### config.mk
export PLATFORM = sky130hd
export DESIGN_NAME = ines_prg_loader_flat
export DESIGN_NICKNAME = d
export VERILOG_FILES = /design/src/rtl/ines_prg_loader_pkg.sv /design/src/rtl/ines_prg_loader_if.sv /design/src/rtl/ines_prg_loader_header_check.sv /design/src/rtl/ines_prg_loader.sv /design/src/flat_wrapper.sv
export SDC_FILE = /design/constraint.sdc
export NUM_CORES = 1
export LEC_CHECK = 0
export CORE_ASPECT_RATIO = 2
export CORE_MARGIN = 4
export CORE_UTILIZATION = 54
export DETAILED_ROUTE_END_ITERATION = 12
export PLACE_DENSITY = 0.8
export REMOVE_ABC_BUFFERS = 1
export SYNTH_ARGS = -nofsm -noshare
export SYNTH_HDL_FRONTEND = slang
export SYNTH_SLANG_ARGS = --single-unit
### constraint.sdc
create_clock -name Clk -period 3.1 [get_ports Clk]
set_clock_uncertainty 0.05 [all_clocks]
set_input_delay 0.62 -clock Clk [delete_from_list [all_inputs] [get_ports Clk]]
set_output_delay 0.62 -clock Clk [all_outputs]
set_load 0.05 [all_outputs]
### src/rtl/ines_prg_loader_pkg.sv
// ines_pkg: shared types and constants for the iNES PRG loader.
//   - ines_state_e : loader FSM states (ST_MIRROR only when PRG_MIRROR_16K_EN
//                    is defined)
//   - ines_err_e   : err_code values reported on an aborted load
//   - INES_MAGIC, HEADER_BYTES, TRAINER_BYTES, PRG_BANK_BYTES : format constants
//   - magic_byte() : returns byte 0..3 of the "NES\x1A" signature
package ines_pkg;

  localparam logic [31:0] INES_MAGIC     = 32'h4E45531A;
  localparam int          HEADER_BYTES   = 16;
  localparam int          TRAINER_BYTES  = 512;
  localparam int          PRG_BANK_BYTES = 16384;

  typedef enum logic [2:0] {
    ST_IDLE    = 3'd0,
    ST_HEADER  = 3'd1,
    ST_TRAINER = 3'd2,
    ST_PRG     = 3'd3,
    ST_DONE    = 3'd4,
`ifdef PRG_MIRROR_16K_EN
    ST_MIRROR  = 3'd6,
`endif
    ST_ERROR   = 3'd5
  } ines_state_e;

  typedef enum logic [1:0] {
    ERR_NONE       = 2'd0,
    ERR_BAD_MAGIC  = 2'd1,
    ERR_ZERO_BANKS = 2'd2,
    ERR_TOO_MANY   = 2'd3
  } ines_err_e;

  function automatic logic [7:0] magic_byte(input logic [1:0] idx);
    logic [7:0] b;
    case (idx)
      2'd0:    b = INES_MAGIC[31:24];
      2'd1:    b = INES_MAGIC[23:16];
      2'd2:    b = INES_MAGIC[15:8];
      default: b = INES_MAGIC[7:0];
    endcase
    return b;
  endfunction

endpackage

### src/rtl/ines_prg_loader_if.sv
// ines_prg_loader_if: byte stream in and ROM write port out of the loader.
//   rx_data/rx_valid/rx_ready : upstream byte stream. A byte transfers on a
//       posedge where rx_valid && rx_ready; rx_valid/rx_data are driven by the
//       source and must hold until that edge, rx_ready may drop at any edge
//       and never depends on rx_valid.
//   prg_addr/prg_we/prg_wdata : ROM write port, one write per prg_we cycle.
//   modport master : host/ROM side (drives the stream, observes writes)
//   modport slave  : loader side
interface ines_prg_loader_if;
  logic [7:0]  rx_data;
  logic        rx_valid;
  logic        rx_ready;
  logic [15:0] prg_addr;
  logic        prg_we;
  logic [7:0]  prg_wdata;

  modport master (
    output rx_data, rx_valid,
    input  rx_ready, prg_addr, prg_we, prg_wdata
  );

  modport slave (
    input  rx_data, rx_valid,
    output rx_ready, prg_addr, prg_we, prg_wdata
  );
endinterface

### src/rtl/ines_prg_loader_header_check.sv
// ines_header_check: validates the 16-byte iNES header as it streams past.
//   Clk, Reset    : clock, synchronous active-low reset
//   accept        : a header byte transfers this cycle
//   idx, data     : header byte index (0..15) and value
//   prg_banks     : header byte 4, latched
//   trainer       : header byte 6 bit 2, latched
//   err           : verdict for the current byte (combinational); magic
//                   errors on bytes 0..3, bank-count errors on byte 15
module ines_header_check
  import ines_pkg::*;
#(
  parameter int MAX_PRG_BANKS = 2
) (
  input  logic       Clk,
  input  logic       Reset,
  input  logic       accept,
  input  logic [3:0] idx,
  input  logic [7:0] data,
  output logic [7:0] prg_banks,
  output logic       trainer,
  output ines_err_e  err
);

  always_ff @(posedge Clk) begin
    if (!Reset) begin
      prg_banks <= 8'd0;
      trainer   <= 1'b0;
    end else if (accept) begin
      if (idx == 4'd4) prg_banks <= data;
      if (idx == 4'd6) trainer   <= data[2];
    end
  end

  // Byte 4 has been latched long before byte 15 arrives, so the bank-count
  // verdict can use the registered value.
  always_comb begin
    err = ERR_NONE;
    if (idx < 4'd4) begin
      if (data != magic_byte(idx[1:0])) err = ERR_BAD_MAGIC;
    end else if (idx == 4'(HEADER_BYTES - 1)) begin
      if (prg_banks == 8'd0)                       err = ERR_ZERO_BANKS;
      else if (prg_banks > 8'(MAX_PRG_BANKS))      err = ERR_TOO_MANY;
    end
  end

endmodule

### src/rtl/ines_prg_loader.sv
// ines_prg_loader: loads the PRG section of an iNES image, received as a byte
// stream, into the PRG ROM write port and holds the CPU in reset meanwhile.
// Optional macro PRG_MIRROR_16K_EN: for 1-bank images every byte is also
// written to addr|0x4000 (extra MIRROR cycle) so the full 32 KB is populated.
//   Clk, Reset : clock, synchronous active-low reset
//   start      : one-cycle pulse, begins a load from IDLE/DONE/ERROR
//   bus        : stream in + ROM write port (slave modport)
//   prg_banks  : header byte 4
//   busy, cpu_hold : load in progress (identical)
//   done, error    : sticky until the next start/reset
//   err_code   : 1 bad magic, 2 zero banks, 3 too many banks
//   dbg_state  : FSM state for observation
module ines_prg_loader
  import ines_pkg::*;
#(
  parameter int MAX_PRG_BANKS = 2
) (
  input  logic                Clk,
  input  logic                Reset,
  input  logic                start,
  ines_prg_loader_if.slave    bus,
  output logic [7:0]          prg_banks,
  output logic                busy,
  output logic                done,
  output logic                error,
  output logic [1:0]          err_code,
  output logic                cpu_hold,
  output ines_state_e         dbg_state
);

  ines_state_e state;
  ines_err_e   err_q;
  ines_err_e   hdr_err;
  logic        hdr_trainer;
  logic [16:0] cnt;
  logic [16:0] cnt_inc;
  logic [16:0] prg_total;
  logic        rx_ready;
  logic        take;
  logic        prg_we_q;
  logic [15:0] prg_addr_q;
  logic [7:0]  prg_wdata_q;

  assign take      = bus.rx_valid && rx_ready;
  assign cnt_inc   = cnt + 17'd1;
  // Only banks 1..MAX_PRG_BANKS ever reach PRG, so three bits are enough.
  assign prg_total = 17'(prg_banks[2:0]) * 17'(PRG_BANK_BYTES);

  ines_header_check #(.MAX_PRG_BANKS(MAX_PRG_BANKS)) u_hdr (
    .Clk       (Clk),
    .Reset     (Reset),
    .accept    (take && (state == ST_HEADER)),
    .idx       (cnt[3:0]),
    .data      (bus.rx_data),
    .prg_banks (prg_banks),
    .trainer   (hdr_trainer),
    .err       (hdr_err)
  );

  // DONE keeps accepting so trailing CHR data drains without stalling the host.
  always_comb begin
    rx_ready = 1'b0;
    case (state)
      ST_HEADER, ST_TRAINER, ST_PRG, ST_DONE: rx_ready = 1'b1;
      default:                                rx_ready = 1'b0;
    endcase
  end

  always_ff @(posedge Clk) begin
    if (!Reset) begin
      state       <= ST_IDLE;
      busy        <= 1'b0;
      done        <= 1'b0;
      error       <= 1'b0;
      err_q       <= ERR_NONE;
      cnt         <= 17'd0;
      prg_we_q    <= 1'b0;
      prg_addr_q  <= 16'd0;
      prg_wdata_q <= 8'd0;
    end else begin
      prg_we_q <= 1'b0;
      case (state)
        ST_IDLE, ST_DONE, ST_ERROR: begin
          if (start) begin
            state <= ST_HEADER;
            busy  <= 1'b1;
            done  <= 1'b0;
            error <= 1'b0;
            err_q <= ERR_NONE;
            cnt   <= 17'd0;
          end
        end
        ST_HEADER: begin
          if (take) begin
            if (hdr_err != ERR_NONE) begin
              state <= ST_ERROR;
              busy  <= 1'b0;
              error <= 1'b1;
              err_q <= hdr_err;
            end else if (cnt == 17'(HEADER_BYTES - 1)) begin
              cnt   <= 17'd0;
              state <= hdr_trainer ? ST_TRAINER : ST_PRG;
            end else begin
              cnt <= cnt_inc;
            end
          end
        end
        ST_TRAINER: begin
          if (take) begin
            if (cnt == 17'(TRAINER_BYTES - 1)) begin
              cnt   <= 17'd0;
              state <= ST_PRG;
            end else begin
              cnt <= cnt_inc;
            end
          end
        end
        ST_PRG: begin
          if (take) begin
            prg_we_q    <= 1'b1;
            prg_addr_q  <= cnt[15:0];
            prg_wdata_q <= bus.rx_data;
            cnt         <= cnt_inc;
`ifdef PRG_MIRROR_16K_EN
            if (prg_banks == 8'd1) begin
              state <= ST_MIRROR;
            end else
`endif
            if (cnt_inc == prg_total) begin
              state <= ST_DONE;
              busy  <= 1'b0;
              done  <= 1'b1;
            end
          end
        end
`ifdef PRG_MIRROR_16K_EN
        // Second copy of the byte just written; wdata is still held.
        ST_MIRROR: begin
          prg_we_q   <= 1'b1;
          prg_addr_q <= prg_addr_q | 16'h4000;
          if (cnt == prg_total) begin
            state <= ST_DONE;
            busy  <= 1'b0;
            done  <= 1'b1;
          end else begin
            state <= ST_PRG;
          end
        end
`endif
        default: state <= ST_IDLE;
      endcase
    end
  end

  assign bus.rx_ready  = rx_ready;
  assign bus.prg_we    = prg_we_q;
  assign bus.prg_addr  = prg_addr_q;
  assign bus.prg_wdata = prg_wdata_q;
  assign err_code      = err_q;
  assign cpu_hold      = busy;
  assign dbg_state     = state;

endmodule

### src/flat_wrapper.sv
// flat-port wrapper written by rule: the top's interface ports become plain ports
module ines_prg_loader_flat import ines_pkg::*;
#(
  parameter int MAX_PRG_BANKS = 2
)
  (Clk, Reset, start, prg_banks, busy, done, error, err_code, cpu_hold, dbg_state, bus_rx_data, bus_rx_valid, bus_rx_ready, bus_prg_addr, bus_prg_we, bus_prg_wdata);
  ines_prg_loader_if bus_i ();
  input  logic Clk;
  input  logic Reset;
  input  logic start;
  output logic [7:0] prg_banks;
  output logic busy;
  output logic done;
  output logic error;
  output logic [1:0] err_code;
  output logic cpu_hold;
  output ines_state_e dbg_state;
  input wire logic [$bits(bus_i.rx_data)-1:0] bus_rx_data;
  input wire logic [$bits(bus_i.rx_valid)-1:0] bus_rx_valid;
  output wire logic [$bits(bus_i.rx_ready)-1:0] bus_rx_ready;
  output wire logic [$bits(bus_i.prg_addr)-1:0] bus_prg_addr;
  output wire logic [$bits(bus_i.prg_we)-1:0] bus_prg_we;
  output wire logic [$bits(bus_i.prg_wdata)-1:0] bus_prg_wdata;
  assign bus_i.rx_data = bus_rx_data;
  assign bus_i.rx_valid = bus_rx_valid;
  assign bus_rx_ready = bus_i.rx_ready;
  assign bus_prg_addr = bus_i.prg_addr;
  assign bus_prg_we = bus_i.prg_we;
  assign bus_prg_wdata = bus_i.prg_wdata;
  ines_prg_loader #(.MAX_PRG_BANKS(MAX_PRG_BANKS)) u_core (.Clk(Clk), .Reset(Reset), .start(start), .bus(bus_i), .prg_banks(prg_banks), .busy(busy), .done(done), .error(error), .err_code(err_code), .cpu_hold(cpu_hold), .dbg_state(dbg_state));
endmodule
# [Word level (Yosys, flattened, before mapping)]
# Cells that the tools add are included.
[word_totals] reg_bits=59 inputBits=12 output_inout_bits=43 word_cells=102
[classes] add_sub_neg=1 magnitude_cmp=2 eq_ne=23 muxes=44 n_reduce_logical=21
[ops] operator="17-bit two-way mux" n=7
[ops] operator="17-bit one-hot mux with 4 select lines" n=1
[ops] operator="3-bit two-way mux" n=8
[ops] operator="7-bit one-hot mux with 3 select lines" n=1
[ops] operator="17-bit by 1-bit adder with 17-bit output, second input constant" n=1
[ops] operator="17-bit equality test" n=1
[ops] operator="17-bit by 4-bit equality test with 1-bit output, second input constant" n=1
[ops] operator="17-bit by 9-bit equality test with 1-bit output, second input constant" n=1
[ops] operator="1-bit two-way mux" n=14
[ops] operator="2-bit two-way mux" n=7
[ops] operator="3-bit one-hot mux with 4 select lines" n=1
[ops] operator="6-bit AND reduction" n=2
[ops] operator="2-bit by 1-bit != test with 1-bit output, second input constant" n=5
[ops] operator="4-bit by 3-bit equality test with 1-bit output, second input constant" n=2
[ops] operator="8-bit by 2-bit greater-than comparator with 1-bit output, second input constant" n=1
[ops] operator="8-bit logical NOT" n=1
[ops] operator="8-bit two-way mux" n=1
[ops] operator="8-bit != test" n=1
[ops] operator="2-bit AND reduction" n=4
[ops] operator="4-bit AND reduction" n=2
[ops] operator="7-bit AND reduction" n=1
[ops] operator="3-bit by 2-bit equality test with 1-bit output, second input constant" n=2
[ops] operator="3-bit equality test, second input constant" n=2
[ops] operator="2-bit != test, second input constant" n=3
[ops] operator="other kinds (17)" n=21

# [Logic depth before layout (Yosys ltp)]
# Gate-level depths: netlist of run 1.
[depth] depth_word=10 ltp_mapped=13 ltp_nobuf=9

# [By module]
# A second synthesis of run 1 with hierarchy kept.
[hier_totals] cells_unflattened=400 hier_area_um2=3218.1
[by_module_without_submodules] mod="ines_prg_loader" instances=1 cells_each=332 area_per_inst_um2=2646.3 seq_area_each_um2=1001.0
[by_module_without_submodules] mod="ines_header_check" instances=1 cells_each=68 area_per_inst_um2=571.8 seq_area_each_um2=180.2

# [Worst setup path before layout of run 1]
# No wires, ideal clock.
[synth_timing] path_kind="reg-to-reg" from="register u_core.cnt[1]" to="register u_core.cnt[12]" setup_time_ns=0.088 arrival_time_ns=2.563 required_time_ns=2.962 setup_slack_ns=0.399 stages_incl_launch_ff=13 path_buffers=3 synth_period_minus_slack_ns=2.701 path_cell_list="dfxtp_1 > clkbuf_1 > inv_1 > ha_1 > or3_1 > a21oi_1 > o2111ai_1 > a21o_2 > o21a_1 > buf_6 > nand2b_4 > buf_6 > o32ai_2"
[synth_between] elab_chain_cells=9 word_cells_on_any_way=24 cone_classes="add/sub (1); order compare (1); eq/ne (7); mux (12); reduce/logical (3)"
[synth_rtl] element="start: declaration" line="ines_prg_loader.sv:35" rtl="logic [16:0] cnt;"
[synth_rtl] element="start signal: assignment" line="ines_prg_loader.sv:104" rtl="cnt <= cnt_inc;"
[synth_rtl] element="start signal: assignment" line="ines_prg_loader.sv:114" rtl="cnt <= cnt_inc;"
[synth_rtl] element="start signal: assignment" line="ines_prg_loader.sv:123" rtl="cnt <= cnt_inc;"
[synth_rtl] element="2-bit equality test (tied with other cells)" line="ines_prg_loader_pkg.sv:35" rtl="case (idx)"
[synth_rtl] element="7-bit one-hot mux with 3 select lines" line="ines_prg_loader_pkg.sv:35"
[synth_rtl] element="8-bit two-way mux" line="ines_prg_loader_header_check.sv:38" rtl="if (idx < 4'd4) begin"
[synth_rtl] element="8-bit != test" line="ines_prg_loader_header_check.sv:39" rtl="if (data != magic_byte(idx[1:0])) err = ERR_BAD_MAGIC;"
[synth_rtl] element="1-bit two-way mux" line="ines_prg_loader_header_check.sv:39"
[synth_rtl] element="2-bit two-way mux" line="ines_prg_loader_header_check.sv:38"
[synth_rtl] element="2-bit nonzero test" line="ines_prg_loader.sv:95" rtl="if (hdr_err != ERR_NONE) begin"
[synth_rtl] element="2-bit != test (no line)"
[synth_rtl] element="6-bit AND reduction (no line)"
# Several ways; a longest one is shown, not always the timed one. The select of a mux whose other input is x is not followed.
# A chain may end at the register's enable or synchronous reset.

# [Worst setup path after layout of run 1]
[layout_timing] from="register u_core.cnt[1]" to="register u_core.cnt[7]"
# The elaborated chain is that of the path after synthesis.

==> results of run 1 <==
[worst min path at each step]
stage / endpoint / slack (ns) / cells after the start / startpoint
global route: u_core.bus.prg_addr[7]$_SDFFE_PN0P_ / 0.43 / 2 / u_core.bus.prg_addr[7]$_SDFFE_PN0P_
finish: u_core.bus.prg_addr[8]$_SDFFE_PN0P_ / 0.41 / 2 / u_core.bus.prg_addr[8]$_SDFFE_PN0P_
floorplan: u_core.u_hdr.trainer$_SDFFE_PN0P_ / 0.39 / 2 / u_core.u_hdr.trainer$_SDFFE_PN0P_
detailed placement: u_core.bus.prg_addr[4]$_SDFFE_PN0P_ / 0.40 / 2 / u_core.bus.prg_addr[4]$_SDFFE_PN0P_
CTS: u_core.bus.prg_addr[7]$_SDFFE_PN0P_ / 0.41 / 2 / u_core.bus.prg_addr[7]$_SDFFE_PN0P_
global placement: u_core.bus.prg_addr[5]$_SDFFE_PN0P_ / 0.40 / 2 / u_core.bus.prg_addr[5]$_SDFFE_PN0P_
[power by group through the flow]
stage               registers [mW]  clock network (mW)  logic, mW
finish                       0.778               0.874      0.209
global route                 0.779               0.921      0.223
CTS                          0.778               0.884      0.207
detailed placement           0.793                   0      0.206
global placement             0.793                   0      0.202
floorplan                    0.817                   0     0.0970
[worst max-delay path, stage by stage, from the launching register on]
cell and delay (ns):
dfxtp_1 0.43, ha_1 0.30, nand3_4 0.17, nor2_1 0.09, a311oi_1 0.36, nand2b_1 0.19
a21o_1 0.55, nand2b_4 0.29, o32ai_2 0.31
[synth_stat cells (all sizes together) (5+ instances only)]
| cell type | number | area share |
|---|---|---|
| nand3 | 13 | 0.023 |
| nor2 | 14 | 0.015 |
| a21oi | 20 | 0.029 |
| mux2i | 8 | 0.024 |
| buf | 11 | 0.031 |
| nand2b | 9 | 0.019 |
| nor4 | 5 | 0.018 |
| ha | 5 | 0.018 |
| a21boi | 27 | 0.060 |
| inv | 7 | 0.0077 |
| xnor2 | 9 | 0.023 |
| nand3b | 7 | 0.015 |
| nand4 | 6 | 0.015 |
| nor3 | 9 | 0.015 |
| nand2 | 80 | 0.088 |
| o22ai | 12 | 0.029 |
| dfxtp | 59 | 0.35 |
| clkbuf | 23 | 0.046 |
| o21ai | 5 | 0.0073 |
| nor2b | 12 | 0.022 |
[layout make-up]
cell class                 instances  area share
multi-input combinational        298       0.467
sequential                        59       0.285
timing repair buffer              68       0.154
clock buffer                      12      0.0594
tap                               84      0.0253
inverter                           7     0.00633
clock inverter                     3     0.00362
[metrics by stage]
stage,power (mW),cell area (um2),hold WS (ns)
global route,1.92,4150,0.432
CTS,1.87,4150,0.411
global placement,0.995,3890,0.398
detailed placement,0.999,3890,0.404
floorplan,0.914,3140,0.389
finish,1.86,4150,0.406
[registers in the layout, summed over array words and instances, names as in the netlist]
register,cells
u_core.err_code,2
u_core.u_hdr.prg_banks,8
u_core.cnt,17
u_core.u_hdr.trainer,1
u_core.done,1
u_core.bus.prg_addr,16
u_core.bus.prg_wdata,8
u_core.dbg_state,3
u_core.busy,1
u_core.bus.prg_we,1
u_core.error,1
[kinds of logic (layout without fill, tap and decap cells)]
family	after synthesis	count (layout)	synth area share
mux	8	8	0.0235
fa+ha+maj	5	5	0.0184
xor+xnor	13	13	0.0334
buf+inv	41	90	0.0842
simple gates	178	178	0.283
compound gates	94	94	0.210
flops	59	59	0.347
[per-layer routing]
metal  up-vias  track usage
met1      1392        0.240
met3        33       0.0651
li1       1475            -
met4         0        0.125
met2        92        0.415
met5         -            0
==> run metrics, run 1 <==
leakage power 1.47 nW; Final nets 460; pre-CTS WS 0.131 ns; post-cts sizing count 0; Worst-path clk slew 0.05 ns; top_reg_cell synth dfxtp_1; Ys Warns 0; Synth async-reset ratio 0; most frequent cells in the layout nand2_1 (80), dfxtp_1 (59), clkdlybuf4s50_1 (53); share of layout cells above drive strength 1 0.130; RSZ-0062 raised after global routing false; # port buffers 54; Max-Cap Viols 0; Syn-to-layout area delta 21.9%; status completed; Worst slew margin 0.538; power share of the clock group 0.470; Hold Vio Cnt, Final 0; Post-CTS Hold Buffers 0; type of the tightest min-delay check reg2reg; number of global-route vias before repair 3009; CP Capture Type flip-flop; Crit. Startpoint u_core.cnt[1]$_SDFFE_PN0P_; initial core utilization 0.562; io pins 55; Final Wtd Congestion 0.927; ant diodes 0; standard-cell rows 40; reg2reg end u_core.cnt[7]$_SDFFE_PN0P_; Critical Path End u_core.cnt[7]$_SDFFE_PN0P_; reg2reg start u_core.cnt[1]$_SDFFE_PN0P_; PwrDens 448 nW/um2; crit path kind reg2reg; number of fill cells 500; syn_area_per_cell 8.55 um2; largest net degree at the start of global routing 35; Final min period 2.84 ns; CP arrival 3.03 ns; met3 wire len 380 um; setup violators final 0; CTS tree built; die height 120 um; Routed Antenna Nets 0; Top Layer Used met4; clk sinks 59; grt total ovfl 0; Avg Vias per Cell 5.63; Worst setup SP type flip-flop; initial antenna violation count 0; core area 6060 um2; drc violations 0; Sequential Area 1180 um2; Gate power share 0.112; Detail Placement HPWL 6070 um; Yosys reg bits 59; number of CTS-inserted buffers 9; Sw Ratio 0.248; setup TNS 0 ns; critical-path maximum fanout 17; Netlist cell types 64; max frequency 352 MHz; Bufs on Longest Clock Path 2; Die ar. 7720 um2; Mapped Area 3400 um2; detailed-route wire length on metal 1 3240 um; clk_lat worst skew 0.33 ns; Detailed Routing Iterations Pass 1 4; Reg power frac 0.418; post-synthesis sequential area ratio 0.347; GRT Util Overall 0.233; final non-filler cell total 531; Mapped Cells 398; worst-case reg-to-reg path depth 8; post-CTS setup buffers 0; first-pass GRT wire length 14100 um; Avg WL per Cell 15.9 um; Post-synth EDFFs 0; reported net switching power 0.462 mW; WP data required 3.29 ns; via count 2992; Core Util, Final 0.686; die width 64.1 um; Initial DRC Count 214; Tightest Pin Transition 0.693 ns; worst vdd rail ir drop 0.407 mV; area of the multi-input gates 1940 um2; reg2reg setup slack 0.26 ns; commonest non-fill, non-tap cell in the layout nand2_1; fin. max-slew vios 0; internal power 1.40 mW; Inst Count DP 516; clk root buf clkbuf_16; crit share post-route 0.917; H-tree Lvls 3; fin worst setup slack 0.259 ns; WL final 8430 um; met2 wire len 4460 um
No activity file was read; power rests on OpenSTA's default activity.
==> run 2: changes to the inputs <==
PLACE_DENSITY = 0.77   (was 0.8)
TNS_END_PERCENT = 5   (was unset)
==> run 2 against run 1 <==
Setup slack worse by 0.021 ns. Register-to-register slack worse by 0.02 ns. Final cell count did not move. Die area unchanged. Fmax down 0.74%. Routed wire length down 3.0%. Critical path type unchanged.
==> run metrics, run 2 (synthesis gave the netlist of run 1 again) <==
ant diodes 0 (unchanged); Bufs on Longest Clock Path 2 (unchanged); Reg power frac 0.410 (-0.008); Worst setup SP type flip-flop; die height 120 um (unchanged); critical-path maximum fanout 14 (-3); Hold Vio Cnt, Final 0 (unchanged); type of the tightest min-delay check reg2reg; crit share post-route 0.923 (+0.00687); Worst slew margin 0.617 (+0.0784); drc violations 0 (unchanged); Die ar. 7720 um2 (unchanged); number of fill cells 513 (+2.6%); worst vdd rail ir drop 0.427 mV (+4.9%); io pins 55 (unchanged); max reg flops 17 (unchanged); hold slack 0.409 ns (+0.00294 ns); fin. max-slew vios 0 (unchanged); Core Util, Final 0.686 (+0.000827); GRT Util Overall 0.227 (-0.00615); WL final 8180 um (-3.0%); initial core utilization 0.562 (unchanged); RSZ-0062 raised after global routing false; clk sinks 59 (unchanged); core area 6060 um2 (unchanged); Avg WL per Cell 15.4 um (-3.0%); Routed Antenna Nets 0 (unchanged); leakage power 1.47 nW (-0.15%); Syn-to-layout area delta 22.1%; share of layout cells above drive strength 1 0.128 (-0.00224); # port buffers 54 (unchanged); grt total ovfl 0 (unchanged); CTS tree built; Gate power share 0.108 (-0.004); number of CTS-inserted buffers 9 (unchanged); Post-CTS Hold Buffers 0 (unchanged); crit path kind reg2reg; Worst-path clk slew 0.05 ns (about the same); max frequency 349 MHz (-0.74%); internal power 1.43 mW (+2.2%); Detailed Routing Iterations Pass 1 4 (unchanged); number of global-route vias before repair 2982 (-0.90%); Max-Cap Viols 0 (unchanged); setup TNS 0 ns (unchanged); die width 64.1 um (unchanged); reported net switching power 0.469 mW (+1.5%); power share of the clock group 0.482 (+0.012); post-CTS setup buffers 0 (unchanged); Sw Ratio 0.247 (-0.00113); reg2reg setup slack 0.24 ns (-0.02 ns); Final nets 459 (-0.22%); Avg Vias per Cell 5.66 (+0.53%); clk_lat worst skew 0.33 ns (about the same); status completed; largest net degree at the start of global routing 37 (+5.7%); Final Wtd Congestion 0.880 (-5.1%); Detail Placement HPWL 5840 um (-3.7%); CP Capture Type flip-flop; most frequent cells in the layout nand2_1 (80), dfxtp_1 (59), clkdlybuf4s50_1 (53); Tightest Pin Transition 0.575 ns (-0.118 ns); CP arrival 3.06 ns (+0.03 ns); Initial DRC Count 149 (-30%); WP data required 3.29 ns (about the same); H-tree Lvls 3 (unchanged); setup violators final 0 (unchanged); initial antenna violation count 0 (unchanged); commonest non-fill, non-tap cell in the layout nand2_1; first-pass GRT wire length 13900 um (-1.6%); clk root buf clkbuf_16; Final min period 2.86 ns (+0.0213 ns); via count 3008 (+0.53%); standard-cell rows 40 (unchanged); PwrDens 457 nW/um2 (+1.9%); largest reg by FF count u_core.cnt; post-cts sizing count 0 (unchanged)
-- run 2: critical path, cell delays in order, from the launching register on --
cell and delay, ns:
dfxtp_1 0.56, inv_1 0.12, ha_1 0.25, or3_1 0.35, a21oi_1 0.15, o2111ai_1 0.20, a21o_2 0.31, o21a_1 0.19
nand2b_4 0.24, buf_4 0.20, o22ai_1 0.15
-- run 2: routing by layer --
layer	GRT usage	vias to the layer above	routed length, um
li1	-	1484	-
met1	0.236	1417	3130
met2	0.398	84	4440
met3	0.0623	23	357
met4	0.130	0	255
met5	0	-	0
-- run 2: cell type report --
cell class / count / area [um2] / share of cell area
tap: 84 / 105 / 0.0253
clock buffer: 14 / 264 / 0.0635
multi-input combinational: 298 / 1940 / 0.466
clock inverter: 2 / 10.0 / 0.00241
sequential: 59 / 1180 / 0.284
inverter: 7 / 26.3 / 0.00632
timing repair buffer: 67 / 633 / 0.152
-- run 2: per-stage QoR --
stage,area (um2),setup slack (ns),cells,power (mW)
2_1_floorplan,3140,0.440,364,0.914
3_3_place_gp,3880,0.165,515,0.995
3_5_place_dp,3880,0.139,515,0.996
4_1_cts,4160,0.296,531,1.90
5_1_grt,4160,0.0447,531,1.96
6_report,4160,0.237,531,1.90
-- run 2: power by group through the flow --
stage | clock, mW | sequential [mW] | combinational, mW
final | 0.915 | 0.778 | 0.205
after detailed placement | 0 | 0.793 | 0.204
after global routing | 0.963 | 0.778 | 0.220
after floorplan | 0 | 0.817 | 0.0970
after global placement | 0 | 0.792 | 0.203
after CTS | 0.921 | 0.778 | 0.205
-- run 2: worst paths after layout --
path,startpoint,endpoint,cells past startpoint
hold / removal,u_core.bus.prg_addr[2]$_SDFFE_PN0P_,u_core.bus.prg_addr[2]$_SDFFE_PN0P_,2
hold reg to reg,u_core.bus.prg_addr[2]$_SDFFE_PN0P_,u_core.bus.prg_addr[2]$_SDFFE_PN0P_,2
setup / recovery,u_core.cnt[1]$_SDFFE_PN0P_,u_core.cnt[8]$_SDFFE_PN0P_,10
setup reg to reg,u_core.cnt[1]$_SDFFE_PN0P_,u_core.cnt[8]$_SDFFE_PN0P_,10
==> run 3: changes to the inputs <==
ABC_CLOCK_PERIOD_IN_PS = 2800   (was unset)
GPL_ROUTABILITY_DRIVEN = 0   (was unset)
clock period = 2.8 ns   (was 3.1 ns; I/O delays follow)
==> run 3 against run 2 <==
Final area increased by 2.3%. Non-clock buffer count increased by 11. Combinational power increased by 20%. Setup slack got worse by 0.048 ns. Die area unchanged. Hold slack improved by 0.00062 ns. Critical endpoint is now bus_rx_ready. First-iteration DRC count increased by 39%. Sequential power increased by 10%. Highest routed layer unchanged. Register-to-register slack got worse by 0.03 ns. Sequential share of layout area decreased by 0.63 points. Critical path depth decreased by 7. Global-route usage increased by 0.77 points.
==> run metrics, run 3 (synthesis gave the netlist of run 1 again) <==
Final min period 2.61 ns; commonest non-fill, non-tap cell in the layout nand2_1; H-tree Lvls 3 (unchanged); Avg WL per Cell 15.7 um (+2.0%); max frequency 383 MHz; CP arrival 2.00 ns (-1.06 ns); fin worst setup slack 0.190 ns (-0.0477 ns); clk root buf clkbuf_16; GRT Util Overall 0.234 (+0.00767); Post-CTS Hold Buffers 0 (unchanged); clk_lat worst skew 0.33 ns (about the same); Initial DRC Count 207 (+39%); Final Instance Area 4250 um2 (+2.3%); grt total ovfl 0 (unchanged); final non-filler cell total 540 (+1.7%); RSZ-0062 raised after global routing false; PwrDens 506 nW/um2 (+11%); dpl cell area 3970 um2 (+2.1%); WP data required 2.19 ns (-1.10 ns); Detailed Routing Iterations Pass 1 4 (unchanged); status completed; type of the tightest min-delay check reg2reg; CP Capture Type output pin; post-CTS setup buffers 0 (unchanged); critical-path cell list nor2_1 -> xnor2_1 -> clkdlybuf4s50_1; Worst slew margin 0.635 (+0.0184); io pins 55 (unchanged); leakage power 1.52 nW (+3.7%); Worst setup SP type flip-flop; die width 64.1 um (unchanged); critical-path maximum fanout 14 (unchanged); largest reg by FF count u_core.cnt; CTS tree built; Syn-to-layout area delta 24.8%; Avg Vias per Cell 5.61 (-0.98%); standard-cell rows 40 (unchanged); Inst Count DP 526 (+2.1%); post-cts sizing count 0 (unchanged); setup violators final 0 (unchanged); WL final 8490 um (+3.8%); critical path's largest stage delay 0.82 ns (+0.26 ns); Tightest Pin Transition 0.548 ns (-0.0276 ns); slowest stage cell, crit path clkdlybuf4s50_1; initial antenna violation count 0 (unchanged); Routed Antenna Nets 0 (unchanged); first-pass GRT wire length 14200 um (+1.9%); Final nets 470 (+2.4%); clk sinks 59 (unchanged); number of global-route vias before repair 3049 (+2.2%); Detail Placement HPWL 6180 um (+5.7%); # port buffers 54 (unchanged); initial core utilization 0.562 (unchanged); drc violations 0 (unchanged); most frequent cells in the layout nand2_1 (80), dfxtp_1 (59), clkdlybuf4s50_1 (53); Max-Cap Viols 0 (unchanged); crit share post-route 0.932; Hold Path Cell Cnt 2 (unchanged); die height 120 um (unchanged); Worst-path clk slew 0.05 ns (about the same); core area 6060 um2 (unchanged); Hold Vio Cnt, Final 0 (unchanged); Die ar. 7720 um2 (unchanged); pre-CTS WS -0.0416 ns (-0.180 ns); number of CTS-inserted buffers 9 (unchanged); via count 3029 (+0.70%); crit path kind reg2out; share of layout cells above drive strength 1 0.151 (+0.0238); worst-case reg-to-reg path depth 8 (-2); Bufs on Longest Clock Path 2 (unchanged); ant diodes 0 (unchanged); worst vdd rail ir drop 0.477 mV (+12%); fin. max-slew vios 0 (unchanged); largest net degree at the start of global routing 34 (-8.1%); max reg flops 17 (unchanged)
## run 3: area by class of cell
class | count | area [um2]
clock buffer | 11 | 243
clock inverter | 3 | 40.0
fill | 505 | 1810
inverter | 7 | 26.3
multi-input combinational | 298 | 1940
sequential | 59 | 1180
tap | 84 | 105
timing repair buffer | 78 | 716
## run 3: power by group
group	internal, mW	switching, mW	leakage (nW)
Sequential	0.850	0.00970	0.476
Combinational	0.0994	0.146	0.902
Clock	0.697	0.348	0.141
Total	1.65	0.504	1.52
## run 3: metal layers
layer / vias to the layer above / GRT usage / wire (um)
met5: - / 0 / 0
met4: 0 / 0.122 / 276
met3: 27 / 0.0567 / 312
met2: 80 / 0.428 / 4680
met1: 1422 / 0.240 / 3220
li1: 1500 / - / -
## run 3: worst max-delay path: cells and delay by family, from the launching register on
kind	cells	cell delay, ns
xor+xnor	1	0.15
flops	1	0.58
buf+inv	1	0.82
simple gates	1	0.13
## run 3: worst paths after layout
kind / slack, ns / to / from
worst min-delay path: 0.41 / u_core.bus.prg_addr[8]$_SDFFE_PN0P_ / u_core.bus.prg_addr[8]$_SDFFE_PN0P_
worst min register to register: 0.41 / u_core.bus.prg_addr[8]$_SDFFE_PN0P_ / u_core.bus.prg_addr[8]$_SDFFE_PN0P_
worst max register to register: 0.21 / u_core.dbg_state[1]$_SDFFE_PN0P_ / u_core.cnt[1]$_SDFFE_PN0P_
worst max-delay path: 0.19 / bus_rx_ready / u_core.dbg_state[1]$_SDFFE_PN0P_
## run 3: metrics by stage
stage                     power [mW]   util  setup TNS (ns)  hold WS, ns
after floorplan                 1.01      -               0        0.389
after global placement          1.11  0.655               0        0.397
after detailed placement        1.12  0.655          -0.116        0.408
after CTS                       2.17  0.701               0        0.415
after global routing            2.23  0.702               0        0.430
final                           2.15  0.702               0        0.410
